## config.mk

```make
export PLATFORM = sky130hd
export DESIGN_NAME = bin2bcd_seq
export DESIGN_NICKNAME = d
export VERILOG_FILES = /design/src/rtl/bin2bcd_pkg.sv /design/src/rtl/bcd_add3_digit.sv /design/src/rtl/bin2bcd_seq.sv
export SDC_FILE = /design/constraint.sdc
export NUM_CORES = 1
export LEC_CHECK = 0
export CAP_MARGIN = 20
export CELL_PAD_IN_SITES_DETAIL_PLACEMENT = 1
export CELL_PAD_IN_SITES_GLOBAL_PLACEMENT = 2
export CORE_MARGIN = 2
export CORE_UTILIZATION = 36
export CTS_CLUSTER_DIAMETER = 50
export CTS_CLUSTER_SIZE = 20
export DETAILED_ROUTE_END_ITERATION = 8
export PLACE_DENSITY_LB_ADDON = 0.2
export SLEW_MARGIN = 20
export SYNTH_ARGS = -nofsm -noshare
export SYNTH_HDL_FRONTEND = slang
export SYNTH_SLANG_ARGS = --single-unit
```

## constraint.sdc

```tcl
create_clock -name clk -period 3.8 [get_ports clk]
set_clock_uncertainty 0.05 [all_clocks]
set_input_delay 0.95 -clock clk [delete_from_list [all_inputs] [get_ports clk]]
set_output_delay 0.95 -clock clk [all_outputs]
set_load 0.005 [all_outputs]
```

## src/rtl/bin2bcd_pkg.sv

```systemverilog
// Shared types and constants for the sequential binary-to-BCD converter.
// Optional feature macro: BIN2BCD_SIGNED_EN (two's-complement input, sign output).
package bin2bcd_pkg;

  typedef logic [3:0] bcd_digit_t;

  typedef enum logic [1:0] {
    IDLE  = 2'd0,
    SHIFT = 2'd1,
    DONE  = 2'd2
  } state_t;

  localparam bcd_digit_t ADD3_THRESHOLD = 4'd5;

  // Smallest digit count D with 10^D >= 2^bits, i.e. enough digits for any
  // magnitude below 2^bits.
  function automatic int unsigned min_digits(input int unsigned bits);
    longint unsigned lim;
    longint unsigned p;
    int unsigned     d;
    if (bits > 63) return 32'hFFFF_FFFF;
    lim = 64'd1 << bits;
    p   = 64'd1;
    d   = 0;
    while (p < lim) begin
      p = p * 64'd10;
      d = d + 1;
    end
    return d;
  endfunction

endpackage

```

## src/rtl/bcd_add3_digit.sv

```systemverilog
// Combinational add-3 correction cell for one BCD digit.
// Digits >= 5 get +3 (wrapping mod 16), everything else passes through.
module bcd_add3_digit
  import bin2bcd_pkg::*;
(
  input  bcd_digit_t digit_in,
  output bcd_digit_t digit_out
);

  // Uniform correction, no special case for the unreachable codes 10-15.
  always_comb begin
    digit_out = digit_in;
    if (digit_in >= ADD3_THRESHOLD) digit_out = digit_in + 4'd3;
  end

endmodule

```

## src/rtl/bin2bcd_seq.sv

```systemverilog
// Sequential double-dabble binary-to-BCD converter, one bit per clock,
// with a start/busy/done handshake.
// Optional feature macro: BIN2BCD_SIGNED_EN -- bin_in is two's complement,
// its magnitude is converted and sign_out reports the sign.
module bin2bcd_seq
  import bin2bcd_pkg::*;
#(
  parameter int unsigned WIDTH  = 8,
  parameter int unsigned DIGITS = 3
) (
  input  logic                  clk,
  input  logic                  reset,
  input  logic                  start,
  input  logic [WIDTH-1:0]      bin_in,
  output logic                  busy,
  output logic                  done,
  output logic [4*DIGITS-1:0]   bcd_out,
  output logic                  sign_out
);

`ifdef BIN2BCD_SIGNED_EN
  // One extra shift-register bit so the magnitude of -2^(WIDTH-1) is exact.
  localparam int unsigned SW       = WIDTH + 1;
  localparam int unsigned MAG_BITS = WIDTH - 1;
`else
  localparam int unsigned SW       = WIDTH;
  localparam int unsigned MAG_BITS = WIDTH;
`endif
  localparam int unsigned CW = $clog2(SW);
  localparam int unsigned BW = 4 * DIGITS;

  if (WIDTH < 2) begin : g_width_chk
    $error("bin2bcd_seq: WIDTH must be at least 2");
  end
  if (DIGITS < min_digits(MAG_BITS)) begin : g_digits_chk
    $error("bin2bcd_seq: DIGITS too small to hold the largest input value");
  end

  state_t          state, state_nx;
  logic [SW-1:0]   bin_sr;
  logic [SW-1:0]   load_val;
  logic [BW-1:0]   bcd_acc;
  logic [BW-1:0]   bcd_corr;
  logic [BW-1:0]   bcd_next;
  logic [CW-1:0]   cnt;
  logic            load;
  logic            step;
  logic            last_step;

`ifdef BIN2BCD_SIGNED_EN
  logic [WIDTH:0]  ext;
  logic            sign_sr;

  // Sign-extend one bit, then take the absolute value at WIDTH+1 bits.
  always_comb begin
    ext      = {bin_in[WIDTH-1], bin_in};
    load_val = ext[WIDTH] ? (~ext + SW'(1)) : ext;
  end
`else
  assign load_val = bin_in;
`endif

  // One add-3 cell per digit, all applied before each shift.
  for (genvar g = 0; g < DIGITS; g++) begin : g_digit
    bcd_add3_digit u_add3 (
      .digit_in  (bcd_acc[4*g +: 4]),
      .digit_out (bcd_corr[4*g +: 4])
    );
  end

  assign bcd_next = {bcd_corr[BW-2:0], bin_sr[SW-1]};

  // State register.
  always_ff @(posedge clk or negedge reset) begin
    if (!reset) state <= IDLE;
    else        state <= state_nx;
  end

  // Next-state decode and handshake outputs.
  always_comb begin
    state_nx  = state;
    load      = 1'b0;
    step      = 1'b0;
    busy      = 1'b0;
    done      = 1'b0;
    case (state)
      IDLE: begin
        if (start) begin
          load     = 1'b1;
          state_nx = SHIFT;
        end
      end
      SHIFT: begin
        busy = 1'b1;
        step = 1'b1;
        if (cnt == '0) state_nx = DONE;
      end
      DONE: begin
        done = 1'b1;
        if (start) begin
          load     = 1'b1;
          state_nx = SHIFT;
        end else begin
          state_nx = IDLE;
        end
      end
      default: state_nx = IDLE;
    endcase
    last_step = step && (cnt == '0);
  end

  // Shift register, counter and result registers.
  always_ff @(posedge clk or negedge reset) begin
    if (!reset) begin
      bin_sr  <= '0;
      bcd_acc <= '0;
      cnt     <= '0;
      bcd_out <= '0;
`ifdef BIN2BCD_SIGNED_EN
      sign_sr  <= 1'b0;
      sign_out <= 1'b0;
`endif
    end else if (load) begin
      bin_sr  <= load_val;
      bcd_acc <= '0;
      cnt     <= CW'(SW - 1);
`ifdef BIN2BCD_SIGNED_EN
      sign_sr <= bin_in[WIDTH-1];
`endif
    end else if (step) begin
      bcd_acc <= bcd_next;
      bin_sr  <= {bin_sr[SW-2:0], 1'b0};
      cnt     <= cnt - CW'(1);
      if (last_step) begin
        bcd_out <= bcd_next;
`ifdef BIN2BCD_SIGNED_EN
        sign_out <= sign_sr;
`endif
      end
    end
  end

`ifndef BIN2BCD_SIGNED_EN
  assign sign_out = 1'b0;
`endif

endmodule

```

# Word-level counts from Yosys, hierarchy flattened

Index checks and enable logic that the tools add are counted.

Bitwise logic cells: 1
Add/sub/neg operators: 4
Equal/unequal tests: 4
Muxes and demuxes: 17
Reduce and logical (&&, ||, !) cells: 7
$lt $le $gt $ge: 3

Operators with widths:

| kind                                                                                | count |
|---|---|
| 12-bit two-way mux                                                                  | 2 |
| 8-bit two-way mux                                                                   | 2 |
| 4-bit by 3-bit greater-or-equal comparator with 1-bit output, second input constant | 3 |
| 3-bit two-way mux                                                                   | 3 |
| 4-bit by 2-bit adder with 4-bit output, second input constant                       | 2 |
| 4-bit two-way mux                                                                   | 2 |
| 2-bit one-hot mux with 3 select lines                                               | 1 |
| 1-bit two-way mux                                                                   | 5 |
| 2-bit two-way mux                                                                   | 2 |
| 2-bit inequality test, second input constant                                        | 2 |
| 3-bit by 2-bit adder with 3-bit output, second input constant                       | 1 |
| 3-bit logical NOT                                                                   | 1 |
| 3-bit AND reduction                                                                 | 1 |
| 3-bit by 1-bit subtractor with 3-bit output, second input constant                  | 1 |
| 2-bit by 1-bit == test with 1-bit output, second input constant                     | 1 |
| 2-bit == test, second input constant                                                | 1 |
| 2-bit logical NOT                                                                   | 1 |
| 2-bit AND reduction                                                                 | 1 |
| 2-bit nonzero test                                                                  | 1 |
| 2-bit OR reduction                                                                  | 1 |
| 1-bit logical AND                                                                   | 1 |
| 1-bit NOT                                                                           | 1 |

Bits in registers: 37
Output and inout port bits: 15
Input bits: 11
Logic and storage cells: 41

# Depth between registers and ports, before layout

Gate-level depths: netlist (run 1).

Depth after elaboration: 5
Mapped depth: 8
Depth with buffers taken out: 7

# Hierarchy

A second synthesis (run 1) with hierarchy kept.

Cell total of the unflattened synthesis: 184
Area total of the unflattened synthesis: 2049.5 um^2

By module, submodules not included:

| module         | cells an instance | seq. area each (um^2) | area each (um^2) | times used |
|---|---|---|---|---|
| bin2bcd_seq    | 136               | 925.9                 | 1745.4           | 1 |
| bcd_add3_digit | 16                | 0.0                   | 101.3            | 3 |

# Worst setup path after synthesis (run 1)

No wires, ideal clock.

Path kind: register to output
Start: reg state[1]
End: out busy
Cell stages (with the launch flop): 5
Slack: 1.913 ns
Arrival time: 0.887 ns
Buffers on the path: 2
Data required time: 2.800 ns
Cells stage by stage: dfrtp_1 -> nand2b_1 -> inv_2 -> buf_2 -> buf_4

Cells in the longest elaborated chain, start to end: 2

Ends and longest elaborated chain:

| what                                     | RTL line          | RTL |
|---|---|---|
| start: declaration                       | bin2bcd_seq.sv:39 | `state_t state, state_nx;` |
| start signal: assignment                 | bin2bcd_seq.sv:76 | `else state <= state_nx;` |
| 2-bit by 1-bit == test with 1-bit output | bin2bcd_seq.sv:86 | `case (state)` |
| 1-bit two-way mux                        | bin2bcd_seq.sv:86 |  |
| end: declaration                         | bin2bcd_seq.sv:15 | `output logic busy,` |

Every way passes these cells.

# Worst setup path in the final report (run 1)

Ends and elaborated chain as after synthesis.

==> results.ini, run 1 <==
[setup_path]
crit_path_start=state[1]
crit_arrival_ns=1.90
start_kind=register
critical_path_class=reg2out
path_delay_family=buffers and inverters
worst_setup_path_end_kind=primary output
path_max_fanout=21
rr_endpoint=bcd_out[2]
worst-path-buf-inv=2
cpMaxStageDelayCell=clkdlybuf4s50_1
cp_slowest_stage_delay_ns=0.58
path_depth=3
rr_worst_depth=5
cp_data_required_time_ns=2.80
path_cells=nand2b_1, inv_2, clkdlybuf4s50_1
cp-endpoint=busy
ff2ff_setup_slack_ns=1.55
reg2reg_from=state[1]

[cells_and_area]
antenna_cells=0
syn2layout_area_growth_pct=20.3
seqCellArea_um2=926
fillers=539
layout-drive-gt1-share_pct=9.05
stdcell_count=253
nets=218
multi_input_area_um2=733

[yosys]
ys_ff_latch=37
synth_flop_cell=dfrtp_1
yosysMostFrequentCell=dfrtp_1
synth_compound_area_share_pct=15.8
synth_xor_area_share_pct=1.50
seq_area_frac_synth_pct=53.0
yosys.area.top_type_share_pct=53.0
avgSynthCellArea_um2=9.98
ys_top_cells_by_count=dfrtp_1 (37), nand2_1 (35), o21ai_1 (21)
synth_nets=194
async_reset_ff_share_pct=100
synthMuxAreaShare_pct=3.58
netlist_area_um2=1750
synthAdderAreaFrac_pct=5.73
synth.lib_cells_used.distinct=28
synth_edf_count=0
synth_top_cell_by_area=dfrtp_1
yosysWarningCount=0
synth-simple-area-share_pct=15.2
synthTopCellsByArea=dfrtp_1 (53%), nand2_1 (7.5%), o21ai_1 (6.0%)
netlist_instances=175
synth_top_family_by_area=compound AO/OA/AOI/OAI gates

[status]
status=finished clean

[global_route]
antenna_found_initial=0
globalRouteTotalUtil_pct=15.7
grt_pass1_vias=1403
overflow=0
grt_start_max_net_pins=38
grt_pass1_wl_um=6500

[clock_network]
clockBufferDepth=2
cts_made_buffers=5
htreeDepth=2
postCtsSetupRepairBufs=0
path_clk_slew_ns=0.06
cts_tree=done
clk_latency_ns=0.28
cts_root_buffer=clkbuf_8
cts_resized=0
clock_sinks=37
hold_buffers=0

[pwr]
cellPowerDensity_nw_per_um2=850
ir_worst_vdd_mv=0.271
p_leak_uw=0.000958

[timing]
period_needed_ns=2.90
setup_viol=0
hold_viol=0
fin_crit_sh_pct=76.3
grt_setup_unrepaired=false
tightestPinTransition_ns=0.813
max_freq_mhz=345
worst_hold_slack_ns=0.430
relSlewSlack_pct=45.8
setup_tns_ns=0
final_max_slew_viol_count=0

[place]
dp_cells=246
dp_hpwl_um=2770
port_buffers=24
place_congestion=0.738

[routing]
post_drt_wl_per_cell_um=14.4
drtIter0Drc=70
routed_wl_um=3650
ant_nets=0
viasPerCell=5.10
vias=1291
drcViolationCount=0
first_pass_iters=4

[floorplan]
ioPinCount=26
num_rows=25
die_y_um=73.7
initial_core_util_pct=37.2
core_um2=4690
fp.dieArea_um2=5430
chipWidth_um=73.7

[run]
maxCapViolations=0

[hold_path]
hold_path_class=reg2reg

==> power breakdown <==
part | switching (µW) | total, µW | internal, µW
Clock | 128 | 272 | 144
Combinational | 418 | 813 | 394
Sequential | 133 | 701 | 569
==> area by class of cell <==
class / count / share of cell area (%)
well taps: 54 / 3.22
repair buffers: 26 / 11.9
flip-flops and latches: 37 / 44.1
multi-input cells: 119 / 34.9
clock buffers: 7 / 4.11
inverters: 10 / 1.79
==> worst reg2reg max path, delay by kind of cell, from the launching register on <==
family	cells	cell delay, ns
buf+inv	2	0.61
mux	1	0.32
simple gates	2	0.79
flops	1	0.37
==> per-layer routing <==
metal | global-route usage (%) | up-vias | routed length, µm
met5 | 0 | - | 0
met4 | 5.45 | 0 | 54
met3 | 3.29 | 7 | 136
met2 | 27.7 | 27 | 1900
met1 | 18.8 | 624 | 1560
li1 | - | 633 | -
==> registers in the layout, summed over array words and instances (netlist names) <==
signal and flops:
state 2, bcd_out 12, bin_sr 8, cnt 3, bcd_acc 12
==> how the worst min path moves through the flow <==
stage | start | endpoint | slack, ns | depth (start not counted)
floorplan | cnt[0] | cnt[0] | 0.39 | 1
global placement | bcd_out[0] | bcd_out[0] | 0.41 | 2
detailed placement | bcd_out[0] | bcd_out[0] | 0.41 | 2
CTS | bcd_out[0] | bcd_out[0] | 0.43 | 2
global route | bcd_out[0] | bcd_out[0] | 0.46 | 2
finish | bcd_out[0] | bcd_out[0] | 0.43 | 2
==> cell families (layout without fill, tap and decap cells) <==
family	after synthesis	count (layout)
xor+xnor	3	3
other cells	1	1
fa+ha+maj	8	8
flops	37	37
buf+inv	19	43
simple gates	57	57
compound gates	45	45
mux	5	5
==> per-stage QoR <==
stage	power, µW	instance area (µm²)	worst slack [ns]	utilization, %
2_1_floorplan	1240	1750	1.91	-
3_3_place_gp	1490	2010	1.13	42.9
3_5_place_dp	1540	2010	0.958	42.9
4_1_cts	1820	2100	0.854	44.8
5_1_grt	1960	2100	0.733	44.8
6_report	1790	2100	0.899	44.8
==> cells in the final DEF (no fill, tap or decap), types with 3 or more instances in the layout <==
master,netlist,routed
o21ai_1,21,21
nand2_1,35,35
dfrtp_1,37,37
nand2b_1,4,4
a22oi_1,8,8
nor3_1,3,3
inv_1,8,8
a22o_1,4,4
a21oi_1,9,9
nor3b_1,5,5
nor2b_1,3,3
clkdlybuf4s50_1,0,23
clkbuf_8,0,6
nand3_1,3,3
xnor2_1,3,3
ha_1,8,8
No activity file was read; power rests on OpenSTA's default activity.
==> inputs of run 2 (changes only) <==
- CORE_UTILIZATION: 36 -> 30
- clock period: 3.8 -> 2.3 ns (I/O delays scaled with it)
==> run 2 against run 1 <==
Net effect:
- register-to-register slack worse by 1.1 ns
- sequential cell count stayed put
- highest routed layer unchanged
- critical endpoint unchanged
- die area is 19% higher
- global-route usage is 2.0 points lower
- critical path depth stayed put
- critical path type unchanged
- design area is 2.9% higher
- first-iteration DRC count is 44% lower
- sequential share of layout area is 1.2 points lower
- count of clock-buffer cells in the layout stayed put
- worst setup slack worse by 0.78 ns
- cell count is 9.1% higher
==> results.ini, run 2 (synthesis results as in run 1) <==
[clock_network]
clockBufferDepth=2  ; unchanged
cts_tree=done
clk_latency_ns=0.28  ; about the same
clock_sinks=37  ; unchanged
cts_made_buffers=5  ; unchanged
htreeDepth=2  ; unchanged
cts_root_buffer=clkbuf_8
hold_buffers=0  ; unchanged
cts_resized=0  ; unchanged
postCtsSetupRepairBufs=0  ; unchanged
path_clk_slew_ns=0.07  ; about the same

[cells_and_area]
antenna_cells=0  ; unchanged
mostFrequentLayoutCell=dfrtp_1
reg.largest.list=bcd_acc x12, bcd_out x12, bin_sr x8
layout-drive-gt1-share_pct=11.3  ; +2.2 points
utilization_pct=38.8  ; -6.0 points
nets=223  ; +2.3%
fillers=636  ; +18%
syn2layout_area_growth_pct=23.7
mostFrequentLayoutCells=dfrtp_1 (37), nand2_1 (35), clkdlybuf4s50_1 (23), o21ai_1 (21), a21oi_1 (9)
final_cell_area_um2=2160  ; +2.9%

[routing]
viasPerCell=4.81  ; -5.7%
drtIter0Drc=39  ; -44%
ant_nets=0  ; unchanged
post_drt_wl_per_cell_um=13.8  ; -4.2%
vias=1328  ; +2.9%
routed_wl_um=3820  ; +4.5%
drcViolationCount=0  ; unchanged
first_pass_iters=3  ; -1

[run]
maxCapViolations=0  ; unchanged

[floorplan]
die_y_um=80.3  ; +9.0%
fp.dieArea_um2=6450  ; +19%
initial_core_util_pct=31.3  ; -5.9 points
num_rows=27  ; +8.0%
core_um2=5570  ; +19%
chipWidth_um=80.3  ; +9.0%
ioPinCount=26  ; unchanged

[global_route]
grt_start_max_net_pins=26  ; -32%
overflow=0  ; unchanged
antenna_found_initial=0  ; unchanged
globalRouteTotalUtil_pct=13.7  ; -2.0 points
grt_pass1_vias=1422  ; +1.4%
grt_pass1_wl_um=6820  ; +5.0%

[place]
dp_hpwl_um=2860  ; +3.2%
place_congestion=0.755  ; +2.2%
port_buffers=24  ; unchanged
place_ws_ns=-0.135  ; -1.09 ns
dpl_cell_area_um2=2070  ; +3.0%

[timing]
timing.final.ws_setup_ns=0.116  ; -0.783 ns
grt_setup_unrepaired=false
final_max_slew_viol_count=0  ; unchanged
relSlewSlack_pct=41.1  ; -4.6 points
fin_crit_sh_pct=94.9
period_needed_ns=2.18
max_freq_mhz=458
setup_viol=0  ; unchanged
tightestPinTransition_ns=0.880  ; +0.0662 ns
hold_viol=0  ; unchanged

[setup_path]
cp_data_required_time_ns=1.67  ; -1.13 ns
worst_setup_path_end_kind=primary output
start_kind=register
critical_path_class=reg2out
path_max_fanout=12  ; -43%
crit_arrival_ns=1.56  ; -0.34 ns

[hold_path]
hold_path_class=in2async

[pwr]
p_leak_uw=0.000981  ; +2.4%
ir_worst_vdd_mv=0.398  ; +47%
cellPowerDensity_nw_per_um2=1390  ; +63%

[status]
status=finished clean

==> run 2: changes by cell type in the layout (fill, tap and decap cells not counted), sizes merged <==
cell	before	now
buf	3	8
==> run 2: stage by stage <==
stage	hold slack [ns]	setup TNS, ns	total power, µW	instances
2_1_floorplan	0.229	0	2050	175
3_3_place_gp	0.407	-0.185	2510	269
3_5_place_dp	0.419	-0.998	2580	269
4_1_cts	0.261	0	3060	276
5_1_grt	0.271	0	3300	276
6_report	0.236	0	3000	276
==> run 2: worst paths after layout <==
kind	from	slack, ns	endpoint	depth (start not counted)
worst max-delay path	state[1]	0.12	busy	3
worst min-delay path	reset	0.24	bcd_out[7]	1
worst max register to register	state[0]	0.41	bcd_acc[5]	6
worst min register to register	cnt[0]	0.43	cnt[0]	1
max in group asynchronous	reset	1.42	bin_sr[3]	2
min in group clk	cnt[0]	0.43	cnt[0]	1
==> run 2: cell type report <==
cell class / count / area (µm²) / area share (%)
Multi-Input combinational cell: 119 / 733 / 33.9
Timing Repair Buffer: 31 / 288 / 13.3
Clock buffer: 7 / 86.3 / 4.00
Sequential cell: 37 / 926 / 42.8
Tap cell: 72 / 90.1 / 4.17
Inverter: 10 / 37.5 / 1.74
==> run 2: routing by layer <==
layer  routed length, µm  global-route usage [%]  vias to the layer above
met2                1950                    24.1                       22
met5                   0                       0                        -
met3                 110                    3.03                        5
met4                  46                    5.08                        0
li1                    -                       -                      643
met1                1710                    16.3                      658
==> run 2: critical path: stages, from the launching register on <==
cell and delay [ns]:
dfrtp_1 0.37, nand2b_1 0.17, inv_2 0.19, clkdlybuf4s50_1 0.55
==> run 2: power by group <==
| part | leakage, µW | internal, µW | switching (µW) | total (µW) |
|---|---|---|---|---|
| clock network | 0.0000443 | 238 | 225 | 463 |
| registers | 0.000467 | 939 | 216 | 1160 |
| logic | 0.000469 | 680 | 702 | 1380 |
==> inputs of run 3 (changes only) <==
- CAP_MARGIN: 20 -> unset
==> results of run 3 <==
Final layout, timing and power as in run 2 (identical DEF).
